$ cat config.mk
export PLATFORM = sky130hd
export DESIGN_NAME = gpr_wb_queue_flat
export DESIGN_NICKNAME = d
export VERILOG_FILES = /design/src/rtl/gpr_wb_queue_if.sv /design/src/rtl/gpr_wb_queue.sv /design/src/flat_wrapper.sv
export SDC_FILE = /design/constraint.sdc
export NUM_CORES = 1
export LEC_CHECK = 0
export CAP_MARGIN = 0
export CELL_PAD_IN_SITES_DETAIL_PLACEMENT = 0
export CELL_PAD_IN_SITES_GLOBAL_PLACEMENT = 2
export CORE_UTILIZATION = 36
export DETAILED_ROUTE_END_ITERATION = 10
export MAX_ROUTING_LAYER = met4
export PLACE_DENSITY = 0.95
export REMOVE_ABC_BUFFERS = 1
export SYNTH_ARGS = -nofsm -noshare
export SYNTH_HDL_FRONTEND = slang
export SYNTH_SLANG_ARGS = --single-unit
$ cat constraint.sdc
create_clock -name clk -period 9.2 [get_ports clk]
set_clock_uncertainty 0.1 [all_clocks]
set_input_delay 1.38 -clock clk [delete_from_list [all_inputs] [get_ports clk]]
set_output_delay 1.38 -clock clk [all_outputs]
set_load 0.02 [all_outputs]
$ cat src/rtl/gpr_wb_queue_if.sv
// Writeback bus between the ld/alu producers, the register-file write port and decode's bypass lookup.
// The queue takes the slave side; whoever drives the producers and read addresses takes the master side.
interface gpr_wb_queue_if #(
    parameter int AW = 5,
    parameter int DW = 32
);
    logic          ld_wr_valid;
    logic          ld_wr_ready;
    logic [AW-1:0] ld_wr_addr;
    logic [DW-1:0] ld_wr_data;

    logic          alu_wr_valid;
    logic          alu_wr_ready;
    logic [AW-1:0] alu_wr_addr;
    logic [DW-1:0] alu_wr_data;

    logic          gpr_wren;
    logic [AW-1:0] gpr_addr_c;
    logic [DW-1:0] gpr_data_c;

    logic [AW-1:0] rd_addr_a;
    logic [AW-1:0] rd_addr_b;
    logic          fwd_hit_a;
    logic [DW-1:0] fwd_data_a;
    logic          fwd_hit_b;
    logic [DW-1:0] fwd_data_b;

    logic          q_empty;
    logic          q_full;

    modport slave (
        input  ld_wr_valid, ld_wr_addr, ld_wr_data,
        input  alu_wr_valid, alu_wr_addr, alu_wr_data,
        input  rd_addr_a, rd_addr_b,
        output ld_wr_ready, alu_wr_ready,
        output gpr_wren, gpr_addr_c, gpr_data_c,
        output fwd_hit_a, fwd_data_a, fwd_hit_b, fwd_data_b,
        output q_empty, q_full
    );

    modport master (
        output ld_wr_valid, ld_wr_addr, ld_wr_data,
        output alu_wr_valid, alu_wr_addr, alu_wr_data,
        output rd_addr_a, rd_addr_b,
        input  ld_wr_ready, alu_wr_ready,
        input  gpr_wren, gpr_addr_c, gpr_data_c,
        input  fwd_hit_a, fwd_data_a, fwd_hit_b, fwd_data_b,
        input  q_empty, q_full
    );
endinterface

$ cat src/rtl/gpr_wb_queue.sv
// In-order writeback queue in front of the register file's single write port.
// Drains one entry per cycle and offers the newest pending value for each read address.
module gpr_wb_queue #(
    parameter int DEPTH = 4,
    parameter int AW    = 5,
    parameter int DW    = 32
) (
    input logic           clk,
    input logic           rst,
    gpr_wb_queue_if.slave bus
);
    localparam int PW = (DEPTH > 1) ? $clog2(DEPTH) : 1;
    localparam int CW = $clog2(DEPTH + 1);

    localparam logic [CW-1:0] COUNT_FULL  = CW'(DEPTH);
    localparam logic [CW-1:0] COUNT_ROOM2 = CW'(DEPTH - 2);

    logic [AW-1:0] entryAddr_q [DEPTH];
    logic [DW-1:0] entryData_q [DEPTH];
    logic [PW-1:0] head_q, head_d;
    logic [PW-1:0] tail_q, tail_d;
    logic [CW-1:0] count_q, count_d;

    logic          ldReady;
    logic          aluReady;
    logic          ldEnq;
    logic          aluEnq;
    logic          pop;
    logic [PW-1:0] aluSlot;

    // Readiness looks only at the registered count, so a pop this cycle never frees a slot early.
    assign ldReady  = (count_q != COUNT_FULL);
    assign aluReady = bus.ld_wr_valid ? (count_q <= COUNT_ROOM2) : (count_q != COUNT_FULL);
    assign pop      = (count_q != '0);

    always_comb begin
        ldEnq   = bus.ld_wr_valid  && ldReady  && (bus.ld_wr_addr  != '0);
        aluEnq  = bus.alu_wr_valid && aluReady && (bus.alu_wr_addr != '0);
        aluSlot = ldEnq ? (tail_q + PW'(1)) : tail_q;
        head_d  = head_q + PW'(pop);
        tail_d  = tail_q + PW'(ldEnq) + PW'(aluEnq);
        count_d = count_q + CW'(ldEnq) + CW'(aluEnq) - CW'(pop);
    end

    always_ff @(posedge clk or posedge rst) begin
        if (rst) begin
            head_q  <= '0;
            tail_q  <= '0;
            count_q <= '0;
            for (int i = 0; i < DEPTH; i++) begin
                entryAddr_q[i] <= '0;
                entryData_q[i] <= '0;
            end
        end else begin
            head_q  <= head_d;
            tail_q  <= tail_d;
            count_q <= count_d;
            if (ldEnq) begin
                entryAddr_q[tail_q] <= bus.ld_wr_addr;
                entryData_q[tail_q] <= bus.ld_wr_data;
            end
            if (aluEnq) begin
                entryAddr_q[aluSlot] <= bus.alu_wr_addr;
                entryData_q[aluSlot] <= bus.alu_wr_data;
            end
        end
    end

    assign bus.ld_wr_ready  = ldReady;
    assign bus.alu_wr_ready = aluReady;
    assign bus.gpr_wren     = pop;
    assign bus.gpr_addr_c   = pop ? entryAddr_q[head_q] : '0;
    assign bus.gpr_data_c   = pop ? entryData_q[head_q] : '0;
    assign bus.q_empty      = (count_q == '0);
    assign bus.q_full       = (count_q == COUNT_FULL);

    // Walk from oldest to newest so a later match overrides an earlier one.
    logic          hitA, hitB;
    logic [DW-1:0] dataA, dataB;
    logic [PW-1:0] idx;

    always_comb begin
        hitA  = 1'b0;
        hitB  = 1'b0;
        dataA = '0;
        dataB = '0;
        idx   = '0;
        for (int i = 0; i < DEPTH; i++) begin
            idx = head_q + PW'(i);
            if (CW'(i) < count_q) begin
                if ((bus.rd_addr_a != '0) && (entryAddr_q[idx] == bus.rd_addr_a)) begin
                    hitA  = 1'b1;
                    dataA = entryData_q[idx];
                end
                if ((bus.rd_addr_b != '0) && (entryAddr_q[idx] == bus.rd_addr_b)) begin
                    hitB  = 1'b1;
                    dataB = entryData_q[idx];
                end
            end
        end
    end

    assign bus.fwd_hit_a  = hitA;
    assign bus.fwd_data_a = dataA;
    assign bus.fwd_hit_b  = hitB;
    assign bus.fwd_data_b = dataB;

    count_in_range: assert property (@(posedge clk) disable iff (rst) count_q <= COUNT_FULL);
endmodule
$ cat src/flat_wrapper.sv
// flat-port wrapper written by rule: the top's interface ports become plain ports
module gpr_wb_queue_flat 
#(
    parameter int DEPTH = 4,
    parameter int AW    = 5,
    parameter int DW    = 32
)
  (clk, rst, bus_ld_wr_valid, bus_ld_wr_addr, bus_ld_wr_data, bus_alu_wr_valid, bus_alu_wr_addr, bus_alu_wr_data, bus_rd_addr_a, bus_rd_addr_b, bus_ld_wr_ready, bus_alu_wr_ready, bus_gpr_wren, bus_gpr_addr_c, bus_gpr_data_c, bus_fwd_hit_a, bus_fwd_data_a, bus_fwd_hit_b, bus_fwd_data_b, bus_q_empty, bus_q_full);
  gpr_wb_queue_if #(.AW(AW), .DW(DW)) bus_i ();
  input logic clk;
  input logic rst;
  input wire logic [$bits(bus_i.ld_wr_valid)-1:0] bus_ld_wr_valid;
  input wire logic [$bits(bus_i.ld_wr_addr)-1:0] bus_ld_wr_addr;
  input wire logic [$bits(bus_i.ld_wr_data)-1:0] bus_ld_wr_data;
  input wire logic [$bits(bus_i.alu_wr_valid)-1:0] bus_alu_wr_valid;
  input wire logic [$bits(bus_i.alu_wr_addr)-1:0] bus_alu_wr_addr;
  input wire logic [$bits(bus_i.alu_wr_data)-1:0] bus_alu_wr_data;
  input wire logic [$bits(bus_i.rd_addr_a)-1:0] bus_rd_addr_a;
  input wire logic [$bits(bus_i.rd_addr_b)-1:0] bus_rd_addr_b;
  output wire logic [$bits(bus_i.ld_wr_ready)-1:0] bus_ld_wr_ready;
  output wire logic [$bits(bus_i.alu_wr_ready)-1:0] bus_alu_wr_ready;
  output wire logic [$bits(bus_i.gpr_wren)-1:0] bus_gpr_wren;
  output wire logic [$bits(bus_i.gpr_addr_c)-1:0] bus_gpr_addr_c;
  output wire logic [$bits(bus_i.gpr_data_c)-1:0] bus_gpr_data_c;
  output wire logic [$bits(bus_i.fwd_hit_a)-1:0] bus_fwd_hit_a;
  output wire logic [$bits(bus_i.fwd_data_a)-1:0] bus_fwd_data_a;
  output wire logic [$bits(bus_i.fwd_hit_b)-1:0] bus_fwd_hit_b;
  output wire logic [$bits(bus_i.fwd_data_b)-1:0] bus_fwd_data_b;
  output wire logic [$bits(bus_i.q_empty)-1:0] bus_q_empty;
  output wire logic [$bits(bus_i.q_full)-1:0] bus_q_full;
  assign bus_i.ld_wr_valid = bus_ld_wr_valid;
  assign bus_i.ld_wr_addr = bus_ld_wr_addr;
  assign bus_i.ld_wr_data = bus_ld_wr_data;
  assign bus_i.alu_wr_valid = bus_alu_wr_valid;
  assign bus_i.alu_wr_addr = bus_alu_wr_addr;
  assign bus_i.alu_wr_data = bus_alu_wr_data;
  assign bus_i.rd_addr_a = bus_rd_addr_a;
  assign bus_i.rd_addr_b = bus_rd_addr_b;
  assign bus_ld_wr_ready = bus_i.ld_wr_ready;
  assign bus_alu_wr_ready = bus_i.alu_wr_ready;
  assign bus_gpr_wren = bus_i.gpr_wren;
  assign bus_gpr_addr_c = bus_i.gpr_addr_c;
  assign bus_gpr_data_c = bus_i.gpr_data_c;
  assign bus_fwd_hit_a = bus_i.fwd_hit_a;
  assign bus_fwd_data_a = bus_i.fwd_data_a;
  assign bus_fwd_hit_b = bus_i.fwd_hit_b;
  assign bus_fwd_data_b = bus_i.fwd_data_b;
  assign bus_q_empty = bus_i.q_empty;
  assign bus_q_full = bus_i.q_full;
  gpr_wb_queue #(.DEPTH(DEPTH), .AW(AW), .DW(DW)) u_core (.clk(clk), .rst(rst), .bus(bus_i));
endmodule
==> key figures, run 1 <==
Status
  – Outcome: finished clean

Layout
  – Layout cells sized above 1: a little under a tenth
  – Final design utilization: between 40% and 50%
  – Fill cells: 3851
  – Non-Filler Instances: between 2000 and 2500
  – Register area: about 0.004 sq mm
  – P&R area growth vs syn: 19.33%
  – Area occupied by multi-input gates: 0.009468 sq mm
  – Fin nets: ~1900

Place
  – Gpl congestion: around 0.92
  – Pre-CTS setup slack: between 1.5 and 2 ns
  – Placed Cells: approximately 2300
  – Port Buf Inserts: around 200
  – Detail Placement HPWL: approximately 31000 um

Worst setup path
  – CP peak stage delay: roughly 1.0 ns
  – Flop2flop setup slack: around 5.4 ns
  – Critical path's slowest cell: nor2b_4
  – Cell Chain, Critical Path: clkdlybuf4s50_1, nor4_1, nor2_1, mux2_2, o211ai_4, buf_4, nor2b_4, buf_4, a211oi_2, o22ai_1, clkdlybuf4s50_1
  – Startpoint types: input port
  – Crit path DAT: 5.84 ns
  – Critical path startpoint: bus_rd_addr_a[2]
  – Critical Path End: bus_fwd_data_a[9]
  – Reg-to-reg critical path endpoint: u_core.entryData_q[19]
  – Worst-path maximum fanout: 34
  – Reg2Reg Depth: 9
  – FF-to-FF Start: u_core.count_q[2]
  – Setup CP Type: in2out
  – CP endpoint kind: output pin
  – CP required: 7.72 ns

Drt
  – Residual DRC: 0
  – Routed Antenna Nets: 0
  – Drt wl/cell: 20.12 um
  – First drt pass iteration count: 5
  – Iteration-0 DRC count of the detailed router: 869
  – Vias: 12890
  – Vias per std cell: 5.503
  – Post-Route WL: 47130 um

Logic synthesis
  – Mapped cell area: roughly 0.014 sq mm
  – Main synth FF type: dfrtp_1
  – Synth unique cells: 54
  – Synthesis Warnings: 0
  – Area contributors post-synth: dfrtp_1 27%, mux2i_1 21%, nand2_1 7.1%
  – Synth Area per Inst: 8.235 sq um
  – Register area share after synthesis: between 20 and 30%
  – Ys async rst share: between 90% and 100%
  – EDFF count, synth: 0
  – Post-synthesis instance total: approximately 1700
  – Yosys reg bits: 155
  – Yosys top cell area share: around 27%
  – Cell accounting for the most synthesized area: dfrtp_1

Global routing
  – Vias in the first global route: around 12000
  – Total gr overflow: 0
  – Total track usage: about a quarter
  – Initial antenna violation count: 6
  – First-pass GRT wire length: 73040 um
  – Largest net degree at the start of global routing: 94

STA
  – Final period util: roughly four fifths
  – Final WS setup: around 1.9 ns
  – F_max: 136.6 MHz
  – Worst Tran Pin Value: 1.137 ns
  – Setup violators final: 0
  – Fin. max-slew vios: 0
  – Unrepaired setup endpoints after global routing: no
  – Slew headroom: between 20% and 30%
  – Final hold viol count: 0
  – Crit path time final: ~7.3 ns
  – Worst hold slack: ~0.50 ns

Die
  – Die area: about 0.040 sq mm
  – Rows: 72
  – Core ar.: 0.03874 sq mm
  – Die Y: about 200 um
  – Die width: between 200 and 250 um
  – Initial Utilization: about 37%
  – Io pins: 196

Power
  – P_int: around 3700 uW
  – P_sw: 3556 uW
  – VDD IR max: around 0.19 mV
  – Switching share of power: between 40% and 50%
  – Combinational power share: between 60% and 70%
  – Pwr dens: between 400 and 500 mW/mm^2
  – Clock power frac: a little over a tenth
  – Sequential Power Share: about a fifth
  – LEAKAGE: 0.007835 uW

Run
  – Max-Cap Viols: 0

Clock tree
  – Max Buffers Root-to-Sink: 2
  – Root Buffer: clkbuf_16
  – Hold buffer count at CTS: 0
  – Post-CTS Setup Repair Bufs: 0
  – H-tree levels: 4
  – Cts repair resizes: 0
  – Total CTS buffers: 17
  – Clock Sinks: between 150 and 200
  – CTS tree: yes
  – Worst-path clk slew: roughly 0.060 ns
  – Skew-Pair Late Insertion Delay: about 0.43 ns

Min path
  – Hold crit path type: reg2reg
[cell usage in the layout (no fill, tap or decap), drive strengths merged, types with 6 or more instances in the layout]
cell type,n
and3b,31
clkbuf,17
a31oi,33
nand3,6
ha,8
nor2,147
buf,16
diode,6
mux2,47
inv,62
nor3,51
o22ai,33
nor2b,41
a21oi,80
a211oi,31
dfrtp,155
mux4,8
nor3b,32
o21ai,174
nand2,271
clkdlybuf4s50,195
xnor2,28
mux2i,302
xor2,14
[registers in the layout (all words and copies together), names as in the netlist]
register and cells:
u_core.count_q 3, u_core.head_q 2, u_core.entryData_q 128, u_core.tail_q 2, u_core.entryAddr_q 20
[critical path: cells and delay by family]
family	cells	cell delay [ns]
muxes	1	0.30
AOI/OAI and AO/OA	3	0.41
and+or+nand+nor	3	1.49
buffers and inverters	4	2.23
[power groups by stage]
stage,clock [uW],combinational (uW),sequential (uW)
after floorplan,0,3490,1440
after global placement,0,4960,1400
after detailed placement,0,5020,1430
after CTS,772,5040,1420
after global routing,801,5470,1480
final,759,5040,1420
[layout make-up]
cell class              instances  area share (%)
inverters                      51           1.191
clock inverters                15           1.161
multi-input cells            1369           55.98
clock buffers                  17           2.515
repair buffers                211           12.25
flip-flops and latches        155           22.98
diodes                          6         0.08878
well taps                     518           3.832
[worst min-delay path by stage]
stage	end	depth (start not counted)	start
after detailed placement	u_core.entryData_q[30]	2	u_core.entryData_q[30]
after CTS	u_core.entryData_q[30]	2	u_core.entryData_q[30]
after global placement	u_core.entryData_q[6]	2	u_core.entryData_q[6]
after global routing	u_core.entryData_q[53]	2	u_core.entryData_q[53]
final	u_core.entryData_q[48]	2	u_core.entryData_q[48]
after floorplan	u_core.entryData_q[0]	2	u_core.entryData_q[0]
[stage by stage]
step | area (sq um) | power [uW] | TNS, ns
finish | 16910 | 7221 | 0
global route | 16910 | 7748 | 0
CTS | 16900 | 7229 | 0
detailed placement | 16280 | 6445 | 0
global placement | 16280 | 6355 | 0
floorplan | 13410 | 4933 | -51.83
[routing by layer]
layer	routed length, um	up-vias	track usage [%]
li1	-	6206	-
met1	21880	6222	32.17
met2	21420	388	36.58
met3	2727	71	4.026
met4	1105	0	7.579
met5	0	-	-
[cell families after synthesis]
group / share of synthesized area [%]
DFF: 27.37
xor gates and xnor gates: 2.596
adders and majority gates: 1.130
muxes: 26.79
AOI/OAI and AO/OA: 15.98
and+or+nand+nor: 19.39
buffers and inverters: 6.745
[cell usage after synthesis, types with 4 or more instances]
cell and count:
and3b_1 31, nor2_1 147, a31oi_2 12, nand2_1 267, o22ai_1 33, clkbuf_1 59
nor3b_1 32, inv_1 49, a211oi_2 29, a31oi_1 21, o21ai_0 162, nor2b_1 41
mux2_4 4, o21ai_1 12, xnor2_1 28, mux2i_4 4, mux4_2 8, buf_6 17
mux2i_1 298, nor3_1 49, a21oi_1 80, xor2_1 14, nand2_2 4, mux2_2 42
buf_1 15, nand3_1 6, ha_1 8, buf_2 52, dfrtp_1 155
Note: power is estimated with default switching activity, not from simulation.
==> run 2, diff against run 1 <==
CORE_UTILIZATION = 30   (was 36)
PLACE_DENSITY = 0.88   (was 0.95)
clock period = 6.73 ns   (was 9.2 ns; I/O delays follow)
==> run 2 against run 1 <==
  * Total power is 37% higher
  * Critical path depth is 3 lower
  * Non-clock buffer count increased by 7
  * Sequential power is 37% higher
  * Highest routed layer unchanged
  * Clock-buffer cell count increased by 4
  * Global-route usage fell by 2.3 points
  * Largest cell class unchanged
  * Combinational power grew 38%
==> key figures, run 2 (synthesis results as in run 1) <==
Clock tree
  – Root Buffer: clkbuf_16 (unchanged)
  – H-tree levels: 4 (unchanged)
  – Worst-path clk slew: 0.06 ns (about the same)
  – Total CTS buffers: 17 (unchanged)
  – Hold buffer count at CTS: 0 (unchanged)
  – Clock Sinks: 155 (unchanged)
  – Max Buffers Root-to-Sink: 2 (unchanged)
  – CTS tree: yes (unchanged)
  – Skew-Pair Late Insertion Delay: 0.46 ns (was 0.43 ns)
  – Post-CTS Setup Repair Bufs: 0 (unchanged)
  – Cts repair resizes: 0 (unchanged)

STA
  – Unrepaired setup endpoints after global routing: no (unchanged)
  – Crit path time final: roughly 5.9 ns
  – Final period util: a little under 90%
  – Worst hold slack: 0.5007 ns (was 0.4974 ns)
  – F_max: around 170 MHz
  – Slew headroom: 24.89% (was 23.98%)
  – Setup violators final: 0 (unchanged)
  – Fin. max-slew vios: 0 (unchanged)
  – Final hold viol count: 0 (unchanged)
  – Worst Tran Pin Value: 1.127 ns (was 1.137 ns)
  – Setup TNS: 0 ns (unchanged)

Layout
  – Max reg flops: 128 (unchanged)
  – Most common cell after layout, fill and taps aside: mux2i_1 (unchanged)
  – Largest Register: u_core.entryData_q (unchanged)
  – Non-Filler Instances: 2435 (was 2342)
  – Post-route cell area: 0.01701 sq mm (was 0.01691 sq mm)
  – Fill cells: 4752 (was 3851)
  – Commonest non-fill, non-tap cells in the layout: 298 x mux2i_1, 267 x nand2_1, 195 x clkdlybuf4s50_1 (unchanged)
  – P&R area growth vs syn: 19.99% (was 19.33%)
  – Fin nets: 1911 (was 1904)
  – Biggest regs: u_core.entryData_q x128, u_core.entryAddr_q x20, u_core.count_q x3 (unchanged)
  – Layout cells sized above 1: 9.863% (was 9.571%)

Place
  – Cell Area, Placed: 0.01643 sq mm (was 0.01628 sq mm)
  – Gpl congestion: 0.9000 (was 0.9224)
  – Placed Cells: 2400 (was 2304)
  – Port Buf Inserts: 195 (unchanged)
  – Detail Placement HPWL: 32790 um (was 30850 um)

Drt
  – Vias per std cell: 5.337 (was 5.503)
  – Routed Antenna Nets: 0 (unchanged)
  – First drt pass iteration count: 5 (unchanged)
  – Drt wl/cell: 20.72 um (was 20.12 um)
  – Residual DRC: 0 (unchanged)
  – Post-Route WL: 50450 um (was 47130 um)
  – Iteration-0 DRC count of the detailed router: 1045 (was 869)
  – Vias: 13000 (was 12890)

Global routing
  – Total gr overflow: 0 (unchanged)
  – First-pass GRT wire length: 76290 um (was 73040 um)
  – Initial antenna violation count: 3 (was 6)
  – Largest net degree at the start of global routing: 93 (was 94)
  – Total track usage: 21.62% (was 23.93%)
  – Vias in the first global route: 12610 (was 12500)

Die
  – Io pins: 196 (unchanged)
  – Rows: 79 (was 72)
  – Die width: 219.4 um (was 200.4 um)
  – Core ar.: 0.04656 sq mm (was 0.03874 sq mm)
  – Die Y: 219.4 um (was 200.4 um)
  – Initial Utilization: 30.44% (was 36.59%)
  – Die area: 0.04811 sq mm (was 0.04016 sq mm)

Worst setup path
  – CP endpoint kind: output pin (unchanged)
  – Critical path startpoint: u_core.head_q[1] (was bus_rd_addr_a[2])
  – Setup CP Type: reg2out (was in2out)
  – CP required: 5.62 ns (was 7.72 ns)
  – Crit path DAT: 4.78 ns (was 5.84 ns)
  – Startpoint types: flop (was input port)
  – FF-to-FF Start: u_core.count_q[2] (unchanged)
  – Worst-path maximum fanout: 36 (was 34)

Run
  – Max-Cap Viols: 0 (unchanged)

Power
  – Total chip power: 9883 uW (was 7221 uW)
  – LEAKAGE: 0.007817 uW (was 0.007835 uW)
  – Pwr dens: 581.2 mW/mm^2 (was 427.0 mW/mm^2)
  – VDD IR max: 0.3187 mV (was 0.1917 mV)

Min path
  – Startpoint of the worst hold path: u_core.entryData_q[16] (was u_core.entryData_q[48])
  – Hold crit path type: reg2reg (unchanged)

Status
  – Outcome: finished clean (unchanged)
==> run 2: per-stage QoR <==
step	util, %	setup slack, ns
finish	36.53	0.8392
global route	36.53	0.6529
CTS	36.51	0.7930
detailed placement	35.30	1.095
global placement	35.30	1.052
floorplan	-	-3.627
==> run 2: path summary, 6_finish.rpt <==
check,to,slack [ns],cells past startpoint
worst max-delay path,bus_fwd_data_b[8],0.84,8
worst max register to register,u_core.entryData_q[23],3.03,9
max in group asynchronous,u_core.entryData_q[53],4.40,3
worst min-delay path,u_core.entryData_q[16],0.50,2
worst min register to register,u_core.entryData_q[16],0.50,2
min in group asynchronous,u_core.entryData_q[38],0.99,2
==> run 2: worst max-delay path, cell delays in order, from the launching register on <==
cell and delay, ns:
dfrtp_4 0.83, buf_4 0.60, mux4_2 0.45, mux2_2 0.29, o211ai_1 0.16, or2_2 0.74
o21ai_1 0.18, a31oi_2 0.38, clkdlybuf4s50_1 0.67
==> run 2: area by class of cell <==
class | instances | area (sq um) | share of cell area (%)
multi-input combinational | 1369 | 9460 | 55.63
sequential | 155 | 3886 | 22.85
timing repair buffer | 218 | 2125 | 12.49
tap | 607 | 759.5 | 4.466
clock buffer | 21 | 470.5 | 2.767
inverter | 51 | 201.4 | 1.185
clock inverter | 11 | 95.09 | 0.5592
antenna | 3 | 7.507 | 0.04415
==> run 2: routing by layer <==
layer | global-route usage [%] | wire length (um) | up-vias
met2 | 34.65 | 23850 | 379
met4 | 7.662 | 1146 | 0
li1 | - | - | 6220
met5 | - | 0 | -
met3 | 3.119 | 2367 | 67
met1 | 27.63 | 23080 | 6329
==> run 2: report_power, final <==
group / leakage (uW) / switching [uW] / internal, uW / total, uW
Sequential: 0.00182 / 521 / 1430 / 1950
Clock: 0.000263 / 425 / 535 / 960
Combinational: 0.00573 / 3990 / 2980 / 6970
==> run 3, diff against run 2 <==
CORE_MARGIN = 2   (was default)
PLACE_DENSITY = default   (was 0.88)
PLACE_DENSITY_LB_ADDON = 0.15   (was default)
==> run 3 against run 2 <==
  * Sequential cell count is the same
  * Sequential power is essentially flat
  * Core utilization grew 0.28 points
  * Critical path type unchanged
  * Critical endpoint is now bus_fwd_data_b[24]
  * Largest power group unchanged
==> key figures, run 3 (synthesis results as in run 1) <==
Worst setup path
  – Critical path startpoint: u_core.head_q[1] (unchanged)
  – CP endpoint kind: output pin (unchanged)
  – Critical Path End: bus_fwd_data_b[24] (was bus_fwd_data_b[8])
  – Setup CP Type: reg2out (unchanged)
  – Flop2flop setup slack: 3.06 ns (was 3.03 ns)
  – Worst-path maximum fanout: 65 (was 36)
  – Reg-to-reg critical path endpoint: u_core.entryData_q[119] (was u_core.entryData_q[23])
  – Reg2Reg Depth: 9 (unchanged)
  – Startpoint types: flop (unchanged)
  – FF-to-FF Start: u_core.count_q[0] (was u_core.count_q[2])
  – Crit path DAT: 4.96 ns (was 4.78 ns)
  – CP required: 5.62 ns (about the same)

Drt
  – Post-Route WL: 53170 um (was 50450 um)
  – Iteration-0 DRC count of the detailed router: 783 (was 1045)
  – First drt pass iteration count: 5 (unchanged)
  – Vias: 12770 (was 13000)
  – Vias per std cell: 5.231 (was 5.337)
  – Residual DRC: 0 (unchanged)
  – Routed Antenna Nets: 0 (unchanged)
  – Drt wl/cell: 21.77 um (was 20.72 um)

Clock tree
  – Skew-Pair Late Insertion Delay: 0.45 ns (was 0.46 ns)
  – Clock Sinks: 155 (unchanged)
  – CTS tree: yes (unchanged)
  – Max Buffers Root-to-Sink: 2 (unchanged)
  – Total CTS buffers: 17 (unchanged)
  – Post-CTS Setup Repair Bufs: 0 (unchanged)
  – Hold buffer count at CTS: 0 (unchanged)
  – Worst-path clk slew: 0.06 ns (about the same)
  – Root Buffer: clkbuf_16 (unchanged)
  – H-tree levels: 4 (unchanged)
  – Cts repair resizes: 0 (unchanged)

Layout
  – Biggest regs: u_core.entryData_q x128, u_core.entryAddr_q x20, u_core.count_q x3 (unchanged)
  – Post-route cell area: 0.01713 sq mm (was 0.01701 sq mm)
  – Layout cells sized above 1: 9.962% (was 9.863%)
  – Largest Register: u_core.entryData_q (unchanged)
  – Max reg flops: 128 (unchanged)
  – P&R area growth vs syn: 20.90% (was 19.99%)
  – Fin nets: 1913 (was 1911)
  – Fill cells: 4852 (was 4752)
  – Commonest non-fill, non-tap cells in the layout: 298 x mux2i_1, 267 x nand2_1, 195 x clkdlybuf4s50_1 (unchanged)
  – Final design utilization: 36.80% (was 36.53%)
  – Most common cell after layout, fill and taps aside: mux2i_1 (unchanged)

STA
  – Slew headroom: 18.85% (was 24.89%)
  – Setup violators final: 0 (unchanged)
  – Fin. max-slew vios: 0 (unchanged)
  – F_max: 164.7 MHz (was 169.8 MHz)
  – Crit path time final: 6.071 ns (was 5.891 ns)
  – Final period util: 90.20% (was 87.53%)
  – Unrepaired setup endpoints after global routing: no (unchanged)
  – Worst Tran Pin Value: 1.214 ns (was 1.127 ns)
  – Final hold viol count: 0 (unchanged)

Die
  – Io pins: 196 (unchanged)
  – Initial Utilization: 30.44% (unchanged)
  – Die area: 0.04900 sq mm (was 0.04811 sq mm)
  – Die Y: 221.4 um (was 219.4 um)
  – Core ar.: 0.04656 sq mm (unchanged)
  – Die width: 221.4 um (was 219.4 um)
  – Rows: 79 (unchanged)

Power
  – VDD IR max: 0.2574 mV (was 0.3187 mV)
  – Pwr dens: 589.1 mW/mm^2 (was 581.2 mW/mm^2)
  – LEAKAGE: 0.007889 uW (was 0.007817 uW)

Global routing
  – Grt met1 use: 28.74% (was 27.63%)
  – Total track usage: 22.26% (was 21.62%)
  – M3 GR Usage: 4.076% (was 3.119%)
  – Initial antenna violation count: 9 (was 3)
  – GR Util met2: 36.08% (was 34.65%)
  – Total gr overflow: 0 (unchanged)
  – Vias in the first global route: 12930 (was 12610)
  – GRT busiest layer: met2 (unchanged)
  – Largest net degree at the start of global routing: 73 (was 93)
  – First-pass GRT wire length: 81150 um (was 76290 um)

Place
  – Cell Area, Placed: 0.01645 sq mm (was 0.01643 sq mm)
  – Detail Placement HPWL: 34550 um (was 32790 um)
  – Gpl congestion: 0.8323 (was 0.9000)
  – Port Buf Inserts: 195 (unchanged)

Status
  – Outcome: finished clean (unchanged)

Run
  – Max-Cap Viols: 0 (unchanged)

Min path
  – Hold crit path type: reg2reg (unchanged)
-- run 3: metrics by stage --
step           instances  setup TNS, ns  total power (uW)  worst slack [ns]  hold WS, ns
2_1_floorplan       1575        -201.10              6743            -3.627       0.4482
3_3_place_gp        2402              0              8999             1.062       0.4683
3_5_place_dp        2402              0              9021             1.022       0.4879
4_1_cts             2434              0             10190            0.6791       0.5017
5_1_grt             2442              0             10890            0.4134       0.5185
6_report            2442              0             10090            0.6594       0.4996
-- run 3: area by class of cell --
cell class | instances | area [sq um] | share of cell area, %
diodes | 8 | 20.02 | 0.1168
well taps | 607 | 759.5 | 4.433
clock buffers | 21 | 470.5 | 2.746
clock inverters | 11 | 188.9 | 1.103
multi-input cells | 1369 | 9468 | 55.26
flip-flops and latches | 155 | 3886 | 22.68
inverters | 51 | 201.4 | 1.176
repair buffers | 220 | 2140 | 12.49
-- run 3: critical path, stage by stage (launching register included) --
cell and delay (ns):
dfrtp_4 0.73, buf_4 0.67, mux4_2 0.64, mux2_2 0.26, o211a_4 0.69, and3b_1 0.28, o21ai_0 0.09, a31oi_1 0.41
clkdlybuf4s50_1 0.69
-- run 3: per-layer routing --
metal  share of wire, %  vias up  wire length [um]
li1                   -     6222                 -
met1                 47     6246             24900
met2                 47      254             25240
met3                4.0       52              2120
met4                1.7        0               909
met5                  0        -                 0
-- run 3: worst min-delay path by stage --
stage / start / end / cells past startpoint
floorplan: u_core.entryData_q[0] / u_core.entryData_q[0] / 2
global placement: u_core.entryData_q[22] / u_core.entryData_q[22] / 2
detailed placement: u_core.entryData_q[10] / u_core.entryData_q[10] / 2
CTS: u_core.entryData_q[18] / u_core.entryData_q[18] / 2
global route: u_core.entryData_q[22] / u_core.entryData_q[22] / 2
finish: u_core.entryData_q[22] / u_core.entryData_q[22] / 2
-- run 3: power breakdown --
part           internal, uW  switching, uW  total [uW]  leakage, uW
clock network           687            431        1120     0.000320
registers              1430            509        1940      0.00182
logic                  2990           4050        7040      0.00575
total                  5110           4990       10100      0.00789
